## src/rtl/mc_controller.sv

```systemverilog
// -----------------------------------------------------------------------------
// mc_controller
//
// Multicycle ARM control unit. It steps each instruction through a Moore FSM
// (FETCH, DECODE, MEMADR, MEMRD, MEMWB, MEMWR, EXECR, EXECI, ALUWB, BRANCH).
// One ALU and one memory port are shared across the cycles. The controller
// decodes data-processing, LDR/STR and B instructions. It holds the NZCV flag
// register and the conditional-execute bit, and stretches memory reads by
// MEM_LAT wait cycles.
//
// Parameters
//   MEM_LAT     extra wait cycles per memory read (0..15)
//
// Optional feature macro
//   CTRL_SHIFT_EN  when defined, cmd 1101 with I=0 (MOV/LSL) is decoded. The
//                  shifter result is selected in EXECR/ALUWB and written to Rd.
//                  When undefined, Shift stays 0 and cmd 1101 writes nothing.
//
// Ports
//   clk         in   clock, rising edge
//   reset_n     in   asynchronous active-low reset
//   Instr       in   instruction register bits [31:12]
//   ALUFlags    in   {N,Z,C,V} from the ALU in the current cycle
//   PCWrite     out  PC register enable
//   AdrSrc      out  memory address select (0=PC, 1=ALU result register)
//   MemWrite    out  data memory write strobe
//   IRWrite     out  instruction register enable
//   RegWrite    out  register file write enable
//   ResultSrc   out  result mux (00=ALUOut, 01=Data, 10=ALUResult)
//   ALUSrcA     out  ALU A select (0=RD1, 1=PC)
//   ALUSrcB     out  ALU B select (00=WriteData, 01=ExtImm, 10=4)
//   ImmSrc      out  immediate format (00=imm8, 01=imm12, 10=imm24)
//   RegSrc      out  [0]=read R15 for Rn, [1]=read Rd for Rm
//   ALUControl  out  000 ADD, 001 SUB, 010 AND, 011 ORR, 100 EOR, 101 ADC
//   carry       out  registered C flag, used as the ALU carry-in
//   Shift       out  select the shifter output as the ALU result
// -----------------------------------------------------------------------------
module mc_controller #(
    parameter int MEM_LAT = 0
) (
    input  logic         clk,
    input  logic         reset_n,
    input  logic [31:12] Instr,
    input  logic [3:0]   ALUFlags,
    output logic         PCWrite,
    output logic         AdrSrc,
    output logic         MemWrite,
    output logic         IRWrite,
    output logic         RegWrite,
    output logic [1:0]   ResultSrc,
    output logic         ALUSrcA,
    output logic [1:0]   ALUSrcB,
    output logic [1:0]   ImmSrc,
    output logic [1:0]   RegSrc,
    output logic [2:0]   ALUControl,
    output logic         carry,
    output logic         Shift
);

    typedef enum logic [3:0] {
        FETCH, DECODE, MEMADR, MEMRD, MEMWB, MEMWR, EXECR, EXECI, ALUWB, BRANCH
    } state_t;

    localparam logic [3:0] LAT = 4'(MEM_LAT);

    state_t     state_reg;
    logic [3:0] wait_cnt_reg;
    logic [3:0] flags_reg;      // {N,Z,C,V}
    logic       cond_ex_reg;

    // Instruction fields
    logic [3:0] cond;
    logic [1:0] op;
    logic       imm_bit;
    logic [3:0] cmd;
    logic       s_bit;
    logic       rd_is_pc;

    assign cond     = Instr[31:28];
    assign op       = Instr[27:26];
    assign imm_bit  = Instr[25];
    assign cmd      = Instr[24:21];
    assign s_bit    = Instr[20];          // also the L bit of LDR/STR
    assign rd_is_pc = (Instr[15:12] == 4'hF);

    // The Rn field only steers the register file, never the controller.
    logic unused_rn;
    assign unused_rn = ^Instr[19:16];

    // The counter counts up from 0, so a reset value of 0 gives the first
    // IRWrite in cycle MEM_LAT.
    logic wait_done;
    assign wait_done = (wait_cnt_reg == LAT);

    // ------------------------------------------------------------------
    // Data-processing command decode
    // ------------------------------------------------------------------
    logic       dp_valid;
    logic       no_write;
    logic       cv_write;
    logic       is_mov;
    logic [2:0] alu_op;

    always_comb begin
        dp_valid = 1'b1;
        no_write = 1'b0;
        cv_write = 1'b0;
        is_mov   = 1'b0;
        alu_op   = 3'b000;
        case (cmd)
            4'b0100: begin alu_op = 3'b000; cv_write = 1'b1; end  // ADD
            4'b0010: begin alu_op = 3'b001; cv_write = 1'b1; end  // SUB
            4'b0000: alu_op = 3'b010;                             // AND
            4'b1100: alu_op = 3'b011;                             // ORR
            4'b0001: alu_op = 3'b100;                             // EOR
            4'b0101: begin alu_op = 3'b101; cv_write = 1'b1; end  // ADC
            4'b1010: begin                                        // CMP
                alu_op   = 3'b001;
                cv_write = 1'b1;
                no_write = 1'b1;
            end
`ifdef CTRL_SHIFT_EN
            4'b1101: begin                                        // MOV/LSL
                // Only the register form goes through the shifter.
                dp_valid = ~imm_bit;
                is_mov   = ~imm_bit;
            end
`endif
            default: dp_valid = 1'b0;
        endcase
    end

    logic flag_w;
    logic dp_write;
    assign flag_w   = s_bit & dp_valid;
    assign dp_write = cond_ex_reg & dp_valid & ~no_write;

    // ------------------------------------------------------------------
    // Condition check against the current flag register
    // ------------------------------------------------------------------
    logic cond_pass;
    logic fn, fz, fc, fv;
    assign {fn, fz, fc, fv} = flags_reg;

    always_comb begin
        cond_pass = 1'b0;
        case (cond)
            4'b0000: cond_pass = fz;                     // EQ
            4'b0001: cond_pass = ~fz;                    // NE
            4'b0010: cond_pass = fc;                     // CS
            4'b0011: cond_pass = ~fc;                    // CC
            4'b0100: cond_pass = fn;                     // MI
            4'b0101: cond_pass = ~fn;                    // PL
            4'b0110: cond_pass = fv;                     // VS
            4'b0111: cond_pass = ~fv;                    // VC
            4'b1000: cond_pass = fc & ~fz;               // HI
            4'b1001: cond_pass = ~fc | fz;               // LS
            4'b1010: cond_pass = (fn == fv);             // GE
            4'b1011: cond_pass = (fn != fv);             // LT
            4'b1100: cond_pass = ~fz & (fn == fv);       // GT
            4'b1101: cond_pass = fz | (fn != fv);        // LE
            4'b1110: cond_pass = 1'b1;                   // AL
            default: cond_pass = 1'b0;                   // never
        endcase
    end

    // ------------------------------------------------------------------
    // State, wait counter, flags and conditional-execute bit
    // ------------------------------------------------------------------
    always_ff @(posedge clk or negedge reset_n) begin
        if (!reset_n) begin
            state_reg    <= FETCH;
            wait_cnt_reg <= 4'd0;
            flags_reg    <= 4'b0000;
            cond_ex_reg  <= 1'b0;
        end else begin
            case (state_reg)
                FETCH: begin
                    if (wait_done) begin
                        state_reg <= DECODE;
                    end else begin
                        wait_cnt_reg <= wait_cnt_reg + 4'd1;
                    end
                end
                DECODE: begin
                    cond_ex_reg <= cond_pass;
                    case (op)
                        2'b01: state_reg <= MEMADR;
                        2'b10: state_reg <= BRANCH;
                        2'b00: state_reg <= imm_bit ? EXECI : EXECR;
                        default: begin
                            state_reg    <= FETCH;
                            wait_cnt_reg <= 4'd0;
                        end
                    endcase
                end
                MEMADR: begin
                    if (s_bit) begin
                        state_reg    <= MEMRD;
                        wait_cnt_reg <= 4'd0;
                    end else begin
                        state_reg <= MEMWR;
                    end
                end
                MEMRD: begin
                    if (wait_done) begin
                        state_reg <= MEMWB;
                    end else begin
                        wait_cnt_reg <= wait_cnt_reg + 4'd1;
                    end
                end
                EXECR, EXECI: begin
                    state_reg <= ALUWB;
                    // NZ always follow the ALU; CV only for arithmetic ops.
                    if (cond_ex_reg && flag_w) begin
                        flags_reg[3:2] <= ALUFlags[3:2];
                        if (cv_write) begin
                            flags_reg[1:0] <= ALUFlags[1:0];
                        end
                    end
                end
                default: begin  // MEMWB, MEMWR, ALUWB, BRANCH
                    state_reg    <= FETCH;
                    wait_cnt_reg <= 4'd0;
                end
            endcase
        end
    end

    // ------------------------------------------------------------------
    // Output decode from the registered state and Instr
    // ------------------------------------------------------------------
    logic pc_write_dec;
    logic ir_write_dec;
    logic mem_write_dec;
    logic reg_write_dec;
    logic shift_dec;

    always_comb begin
        pc_write_dec  = 1'b0;
        ir_write_dec  = 1'b0;
        mem_write_dec = 1'b0;
        reg_write_dec = 1'b0;
        shift_dec     = 1'b0;
        AdrSrc        = 1'b0;
        ResultSrc     = 2'b00;
        ALUSrcA       = 1'b0;
        ALUSrcB       = 2'b00;
        ImmSrc        = 2'b00;
        ALUControl    = 3'b000;
        case (state_reg)
            FETCH: begin
                ALUSrcA   = 1'b1;
                ALUSrcB   = 2'b10;
                ResultSrc = 2'b10;
                if (wait_done) begin
                    ir_write_dec = 1'b1;
                    pc_write_dec = 1'b1;
                end
            end
            DECODE: begin
                // PC+4 again, so R15 reads as PC+8.
                ALUSrcA   = 1'b1;
                ALUSrcB   = 2'b10;
                ResultSrc = 2'b10;
            end
            MEMADR: begin
                ALUSrcB = 2'b01;
                ImmSrc  = 2'b01;
            end
            MEMRD: AdrSrc = 1'b1;
            MEMWB: begin
                ResultSrc     = 2'b01;
                reg_write_dec = cond_ex_reg;
                pc_write_dec  = cond_ex_reg & rd_is_pc;
            end
            MEMWR: begin
                AdrSrc        = 1'b1;
                mem_write_dec = cond_ex_reg;
            end
            EXECR: begin
                ALUSrcB    = 2'b00;
                ALUControl = alu_op;
                shift_dec  = is_mov;
            end
            EXECI: begin
                ALUSrcB    = 2'b01;
                ImmSrc     = 2'b00;
                ALUControl = alu_op;
            end
            ALUWB: begin
                ResultSrc     = 2'b00;
                reg_write_dec = dp_write;
                pc_write_dec  = dp_write & rd_is_pc;
                shift_dec     = is_mov;
            end
            BRANCH: begin
                ALUSrcB      = 2'b01;
                ImmSrc       = 2'b10;
                ResultSrc    = 2'b10;
                pc_write_dec = cond_ex_reg;
            end
            default: ;
        endcase
    end

    // Enables are forced low for as long as reset is held, including any
    // write that was in progress when reset arrived.
    assign PCWrite  = reset_n & pc_write_dec;
    assign IRWrite  = reset_n & ir_write_dec;
    assign MemWrite = reset_n & mem_write_dec;
    assign RegWrite = reset_n & reg_write_dec;

    assign Shift    = shift_dec;
    assign RegSrc   = {(op == 2'b01) & ~s_bit, (op == 2'b10)};
    assign carry    = flags_reg[1];

endmodule

```

## config.mk

```make
export PLATFORM = sky130hd
export DESIGN_NAME = mc_controller
export DESIGN_NICKNAME = d
export VERILOG_FILES = /design/src/rtl/mc_controller.sv
export SDC_FILE = /design/constraint.sdc
export NUM_CORES = 1
export LEC_CHECK = 0
export CORE_ASPECT_RATIO = 1.5
export CORE_MARGIN = 3
export CORE_UTILIZATION = 46
export CTS_BUF_LIST = sky130_fd_sc_hd__clkbuf_2
export CTS_CLUSTER_SIZE = 25
export DETAILED_ROUTE_END_ITERATION = 7
export GPL_TIMING_DRIVEN = 0
export PLACE_DENSITY = 0.83
export SLEW_MARGIN = 20
export SYNTH_ARGS = -nofsm -noshare
export SYNTH_HDL_FRONTEND = slang
export SYNTH_SLANG_ARGS = --single-unit
export TNS_END_PERCENT = 50
```

## constraint.sdc

```tcl
create_clock -name clk -period 2.2 [get_ports clk]
set_input_delay 0.33 -clock clk [delete_from_list [all_inputs] [get_ports clk]]
set_output_delay 0.33 -clock clk [all_outputs]
set_load 0.01 [all_outputs]
```

==> Word-level counts from Yosys, hierarchy flattened <==
Cells that the tools add are included.
{ "totals": {"inputBits": 26, "regBits": 13} }
{ "classes": {"add_sub_neg": 1, "n_eq_ne": 39, "mux": 26, "bitwise": 21, "n_reduce_logical": 20} }
{ "op_table": {"columns": ["op", "n"], "rows": [
  ["4-bit == test (second input constant)", 12],
  ["4-bit by 3-bit == test with 1-bit output (second input constant)", 10],
  ["4-bit by 2-bit == test with 1-bit output (second input constant)", 5],
  ["4-bit 2-to-1 mux", 5],
  ["4-bit one-hot mux with 5 select lines", 1],
  ["4-bit logical NOT", 4],
  ["4-bit one-hot mux with 4 select lines", 1],
  ["1-bit one-hot mux with 15 select lines", 1],
  ["3-bit one-hot mux with 5 select lines", 1],
  ["1-bit bitwise AND", 12],
  ["4-bit by 1-bit == test with 1-bit output (second input constant)", 3],
  ["2-bit one-hot mux with 2 select lines", 3],
  ["4-bit one-hot mux with 3 select lines", 1],
  ["2-bit != test (second input constant)", 5],
  ["2-bit OR reduction", 5],
  ["1-bit 2-to-1 mux", 9],
  ["3-bit OR reduction", 3],
  ["1-bit inverter", 7],
  ["7-bit OR reduction", 1],
  ["3-bit 2-to-1 mux", 2],
  ["4-bit by 1-bit adder with 4-bit output (second input constant)", 1],
  ["1-bit one-hot mux with 4 select lines", 1],
  ["2-bit AND reduction", 2],
  ["4-bit AND reduction", 1],
  ["10 further kinds", 11]
]} }

==> Depth between registers and ports, before layout <==
Gate-level depths: netlist (run 1).
{ "logic_depth": {"word_depth": 8, "depth_mapped": 7} }

==> Worst setup path after synthesis (run 1) <==
No wires, ideal clock.
{ "synth_path": {"path_type": "flip-flop to output port", "from": "register wait_cnt_reg[0]", "to": "output PCWrite", "stages_incl_launch_ff": 7, "path_buffers": 0, "required_ns": 1.870, "setup_slack_ns": 0.350, "t_arrival_ns": 1.520, "path_cell_list": "dfrtp_1 > inv_1 > ha_1 > or3b_2 > nor3_1 > a21oi_1 > a21oi_1"} }
{ "synth_between": {"elab_chain_cells": 4} }
{ "synth_rtl": {"columns": ["element", "line_no", "rtl"], "rows": [
  ["start, declared", "67", "logic [3:0] wait_cnt_reg;"],
  ["start signal, assigned", "182", "wait_cnt_reg <= wait_cnt_reg + 4'd1;"],
  ["start signal, assigned", "209", "wait_cnt_reg <= wait_cnt_reg + 4'd1;"],
  ["4-bit logical NOT", "93", "assign wait_done = (wait_cnt_reg == LAT);"],
  ["1-bit 2-to-1 mux", "256", "if (wait_done) begin"],
  ["1-bit one-hot mux with 4 select lines", "251", "case (state_reg)"],
  ["1-bit bitwise AND", "309", "assign PCWrite = reset_n & pc_write_dec;"],
  ["end, declared", "45", "output logic PCWrite,"]
]} }
Every way passes these cells.

==> Final worst setup path (run 1) <==
{ "layout_path": {"from": "register wait_cnt_reg[1]", "to": "output PCWrite"} }
Same word-level chain as after synthesis.

==> flow_summary.toml, run 1 <==
[die]
fp.dieH_um = 68.6
io_pins = 45
core_area_mm2 = 0.00248
start_util_pct = 48.5
die_x_um = 47.7
fp-row-count = 22
dieArea_mm2 = 0.00327

[pwr]
max-vdd-ir-drop_v = 0.000458
p_total_uw = 1530
leakage_uw = 0.000807
powerDensity_mw_per_mm2 = 897

[synthesis]
ys_ff_latch = 13
async_reset_ff_share_pct = 100
synth_area_mm2 = 0.00120
syn-num-nets = 183
syn-instance-count = 155
synth_ff_type = "dfrtp_1"
synth_cell_types = 45
synthTopCellsByArea = "dfrtp_1 (27%), a21oi_1 (5.4%), nand2b_1 (5.2%)"
syn_area_per_cell_um2 = 7.75
yosys.area.top_type = "dfrtp_1"
ys_seq_area_share_pct = 27.1
synth_top_area_share_pct = 27.1
synth_edf_count = 0
yosysWarnings = 0

[clock_network]
clk_pin_slew_ns = 0.11
cts-root-buf = "clkbuf_2"
clock_sinks = 13
cts_made_buffers = 3
cts_buffer_depth = 2
h-tree-depth = 1
cts_tree = "built"
clock_latency_ns = 0.27

[cells_and_area]
nFillCells = 223
final_common_cell = "clkdlybuf4s50_1"
layout.nets = 232
post-route-util_pct = 69.0
layout_common_cells = "clkdlybuf4s50_1 (19), nor2_1 (15), a21oi_1 (13), nand2_1 (13), dfrtp_1 (12)"
drive_above_1_share_pct = 19.2
area_delta_synth_final_pct = 42.3
diodes = 0
fin_cells = 227

[sta]
layout_setup_ws_ns = 0.0889
fin_skew_ns = 0.00146
setup_violations = 0
hold_violations = 0
max_freq_mhz = 474
period_share_pct = 96.0
slew_viol_final = 0
rsz0062_at_grt = "true"
fin_crit_ns = 2.11

[routing]
drt-total-wl_um = 3130
wl_met1_um = 1260
dr_wl_met2_um = 1680
dr.max_layer_used = "met4"
drt-initial-drc-count = 61
drc = 0
wl_met3_um = 139
ant_nets = 0
vias_per_cell = 5.71
vias = 1297
firstDrtPassIters = 4
wl_per_cell_um = 13.8

[global_route]
grt_pass1_vias = 1191
grt_max_degree = 18
grt_antenna_before_repair = 0
track_usage_pct = 20.8
grt_pass1_wl_um = 5000
grt_overflow = 0

[hold_path]
min_path_type = "in2reg"

[placement]
dp_cells = 214
portBuffers = 35
post-place-ws_ns = -0.365
place.gp.congestion = 0.868
hpwlAfterDp_um = 2330

[critical_path]
path_cells = "inv_1 -> ha_1 -> or3b_4 -> nor3_4 -> a21oi_1 -> a21oi_1 -> buf_2"
crit_type = "reg2out"
critPathMaxStageDelay_ns = 0.42
crit_slowest_cell = "or3b_4"
crit_required_ns = 1.87
arrival_ns = 1.78
crit_path_frequent_cell = "a21oi_1"
endpoint_kind = "output pin"
crit_fanout = 3
start_kind = "flop"
rrSetupSlack_ns = 0.22

[flow_run]
max_cap_viol_count = 0

[run_status]
outcome = "finished clean"
==> worst paths after layout <==
| kind | cells past startpoint | start | end |
|---|---|---|---|
| setup / recovery | 7 | wait_cnt_reg[1]$_DFFE_PN0P_ | PCWrite |
| hold / removal | 3 | Instr[28] | cond_ex_reg$_DFFE_PN0P_ |
| setup reg to reg | 8 | wait_cnt_reg[1]$_DFFE_PN0P_ | wait_cnt_reg[3]$_DFFE_PN0P_ |
| hold reg to reg | 2 | wait_cnt_reg[3]$_DFFE_PN0P_ | wait_cnt_reg[3]$_DFFE_PN0P_ |
| max in group asynchronous | 2 | reset_n | state_reg[3]$_DFFE_PN0P_ |
| min in group asynchronous | 2 | reset_n | state_reg[2]$_DFFE_PN0P_ |
==> cell type report <==
type                            count  area, um2  area share (%)
Timing Repair Buffer               44        405            23.7
Multi-Input combinational cell    126        840            49.1
Sequential cell                    13        327            19.1
Inverter                            4       15.0           0.878
Buffer                             12       72.6            4.25
Tap cell                           24       30.0            1.76
Clock buffer                        4       20.0            1.17
==> stage by stage <==
step	TNS (ns)	hold WS [ns]	instance area (um2)
after CTS	-0.0235	0.210	1650
after global placement	-0.914	0.504	1580
after detailed placement	-1.15	0.524	1580
after floorplan	0	0.0344	1200
after global routing	-0.0624	0.487	1710
final	0	0.460	1710
==> Yosys cell counts, drive strengths merged (3+ instances only) <==
cell	count
o21a	3
mux2i	4
nor3b	6
dfrtp	13
o21ai	8
nand2b	10
inv	4
xnor2	3
nor4	3
nor3	8
nand2	13
nor2	16
a21oi	13
mux2	5
clkbuf	7
or2	3
buf	5
==> cell families (layout without fill, tap and decap cells) <==
logic type	after synthesis	after routing	synth area share (%)
xor gates and xnor gates	5	5	3.65
and+or+nand+nor	73	73	33.6
other	1	1	0.312
DFF	13	13	27.1
adders and majority gates	2	2	2.08
buffers and inverters	16	64	6.67
AOI/OAI and AO/OA	36	36	18.5
muxes	9	9	8.02
==> power breakdown <==
| part | total (uW) | switching [uW] | internal, uW | leakage (uW) |
|---|---|---|---|---|
| combinational | 1050 | 540 | 515 | 0.000616 |
| clock | 122 | 73.4 | 48.2 | 0.0000166 |
| sequential | 357 | 58.3 | 299 | 0.000174 |
| total | 1530 | 671 | 862 | 0.000807 |
==> what timing repair did <==
action / 4_1_cts / 5_1_grt
hold buffers: 0 / 1
resized for setup: 23 / 16
hold endpoints to repair: 0 / 13
setup endpoints to repair: 14 / 8
buffers inserted: 4 / 4
==> worst max-delay path: cells and delay by family (launching register included) <==
family / cells / cell delay (ns)
and+or+nand+nor: 2 / 0.56
DFF: 1 / 0.41
buffers and inverters: 2 / 0.22
AOI/OAI and AO/OA: 2 / 0.18
adders and majority gates: 1 / 0.16
==> layer usage <==
metal,up-vias,global-route usage [%]
met5,-,0
met4,0,8.08
met3,6,2.60
met2,43,36.9
met1,605,24.1
li1,643,-
(Power assumes the default switching activity.)
==> inputs of run 2 (changes only) <==
Settings changed: SKIP_LAST_GASP set to 1.
Clock period 2.2 ns to 2 ns, I/O delays scaled along.
==> run 2 against run 1 <==
Via count is 3.7% higher. Largest cell class unchanged. The run now ends with negative setup slack left. Cell count is 0.88% higher. Non-clock buffer count grew 2. Clock skew hardly changed. Sequential share of layout area down 0.16 points. Setup slack worse by 0.16 ns. Critical endpoint unchanged.
==> flow_summary.toml, run 2 (synthesis results as in run 1) <==
[critical_path]
crit_required_ns = 1.70
crit_type = "reg2out"
arrival_ns = 1.77
path_cells = "inv_1 -> ha_1 -> or3b_4 -> nor3_4 -> a21oi_1 -> a21oi_1 -> clkbuf_2"
crit_fanout = 2
crit_slowest_cell = "dfrtp_1"
rrSetupSlack_ns = 0.01
r2r-end = "wait_cnt_reg[3]$_DFFE_PN0P_"
r2r_start = "wait_cnt_reg[0]$_DFFE_PN0P_"
start_kind = "flop"
critPathMaxStageDelay_ns = 0.41
setup.worst_path.start = "wait_cnt_reg[0]$_DFFE_PN0P_"
critical_path.endpoint = "PCWrite"
reg2regPathDepth = 8
crit_path_frequent_cell = "a21oi_1"
endpoint_kind = "output pin"

[sta]
slew_viol_final = 0
max_freq_mhz = 484
hold_violations = 0
fin_crit_ns = 2.07
period_share_pct = 103
layout_setup_ws_ns = -0.0678
fin_skew_ns = 0.00191
rsz0062_at_grt = "true"
setup_violations = 3

[hold_path]
min_path_type = "in2async"

[pwr]
leakage_uw = 0.000827
switching_share_pct = 43.0
p_int_uw = 1020
powerDensity_mw_per_mm2 = 1030
switchingPower_uw = 767
max-vdd-ir-drop_v = 0.000500
pwr-share-comb_pct = 70.2
clockPowerShare_pct = 7.4
sequentialPowerShare_pct = 22.4

[global_route]
grt_pass1_wl_um = 5280
grt_antenna_before_repair = 0
grt_max_degree = 18
grt_pass1_vias = 1262
track_usage_pct = 22.0
grt_overflow = 0

[cells_and_area]
drive_above_1_share_pct = 22.9
diodes = 0
nFillCells = 220
layout.nets = 234
area_delta_synth_final_pct = 44.1
post-route-util_pct = 69.8
layout_common_cells = "clkdlybuf4s50_1 (20), nor2_1 (15), nand2_1 (13), buf_4 (13), a21oi_1 (12)"
final_common_cell = "clkdlybuf4s50_1"

[clock_network]
cts_buffer_depth = 2
h-tree-depth = 1
clock_latency_ns = 0.26
cts.hold.buffers_added = 0
clk_pin_slew_ns = 0.11
cts_tree = "built"
cts-root-buf = "clkbuf_2"
clock_sinks = 13
cts_made_buffers = 3

[routing]
ant_nets = 0
wl_per_cell_um = 14.6
drt-total-wl_um = 3350
vias_per_cell = 5.87
drt-initial-drc-count = 62
vias = 1345
firstDrtPassIters = 4
drc = 0

[die]
fp-row-count = 22
dieArea_mm2 = 0.00327
core_area_mm2 = 0.00248
io_pins = 45
fp.dieH_um = 68.6
die_x_um = 47.7
start_util_pct = 48.5

[placement]
post-place-ws_ns = -0.505
hpwlAfterDp_um = 2330
portBuffers = 35
place.gp.congestion = 0.868

[run_status]
outcome = "finished, violations left"
violations = "negative setup slack"

[flow_run]
max_cap_viol_count = 0
## run 2: how the worst min path moves through the flow
stage / startpoint / to / slack [ns]
after floorplan: reset_n / cond_ex_reg$_DFFE_PN0P_ / 0.004
after global placement: wait_cnt_reg[0]$_DFFE_PN0P_ / wait_cnt_reg[0]$_DFFE_PN0P_ / 0.50
after detailed placement: wait_cnt_reg[0]$_DFFE_PN0P_ / wait_cnt_reg[0]$_DFFE_PN0P_ / 0.52
after CTS: reset_n / state_reg[0]$_DFFE_PN0P_ / 0.02
after global routing: reset_n / state_reg[0]$_DFFE_PN0P_ / 0.02
final: reset_n / flags_reg[2]$_DFFE_PN0P_ / 0.04
## run 2: through the flow
stage	cells	total power, uW	setup TNS (ns)	instance area [um2]	hold slack, ns
after floorplan	155	1120	0	1200	0.00441
after detailed placement	214	1510	-2.00	1580	0.524
final	229	1780	-0.0918	1730	0.0380
after global routing	229	1930	-1.03	1730	0.0181
after global placement	214	1480	-1.62	1580	0.504
after CTS	229	1790	-1.19	1710	0.0221
## run 2: power groups by stage
stage,Sequential [uW],Combinational (uW),Clock (uW)
floorplan,380,735,0
global placement,392,1090,0
detailed placement,395,1120,0
CTS,397,1250,143
global route,411,1370,154
finish,400,1250,132
## run 2: worst max-delay path: cells and delay by family, from the launching register on
family                   cells  cell delay (ns)
AND/OR/NAND/NOR              2             0.54
adder cells (fa/ha/maj)      1             0.16
AO/OA/AOI/OAI                2             0.18
flip-flops                   1             0.41
buffers and inverters        2             0.20
## run 2: per-layer routing
layer,wire [um],part of all wire (%),GRT usage (%),vias to the layer above
li1,-,-,-,648
met1,1280,38,24.1,631
met2,1790,53,39.9,55
met3,208,6.2,2.86,11
met4,78,2.3,9.76,0
met5,0,0,0,-
## run 2: area by class of cell
type,count,area (um2),share of cell area (%)
plain buffers,11,65.1,3.76
flip-flops and latches,13,328,18.9
well taps,24,30.0,1.74
multi-input cells,126,838,48.4
clock buffers,4,20.0,1.16
repair buffers,47,434,25.1
inverters,4,15.0,0.868
## run 2: timing repair
| action | 4_1_cts | 5_1_grt |
|---|---|---|
| endpoints found under the setup margin | 15 | 17 |
| setup buffers | 12 | 0 |
| pin swaps | 1 | 0 |
| gates resized for setup | 33 | 13 |
| hold endpoints to repair | 0 | 0 |
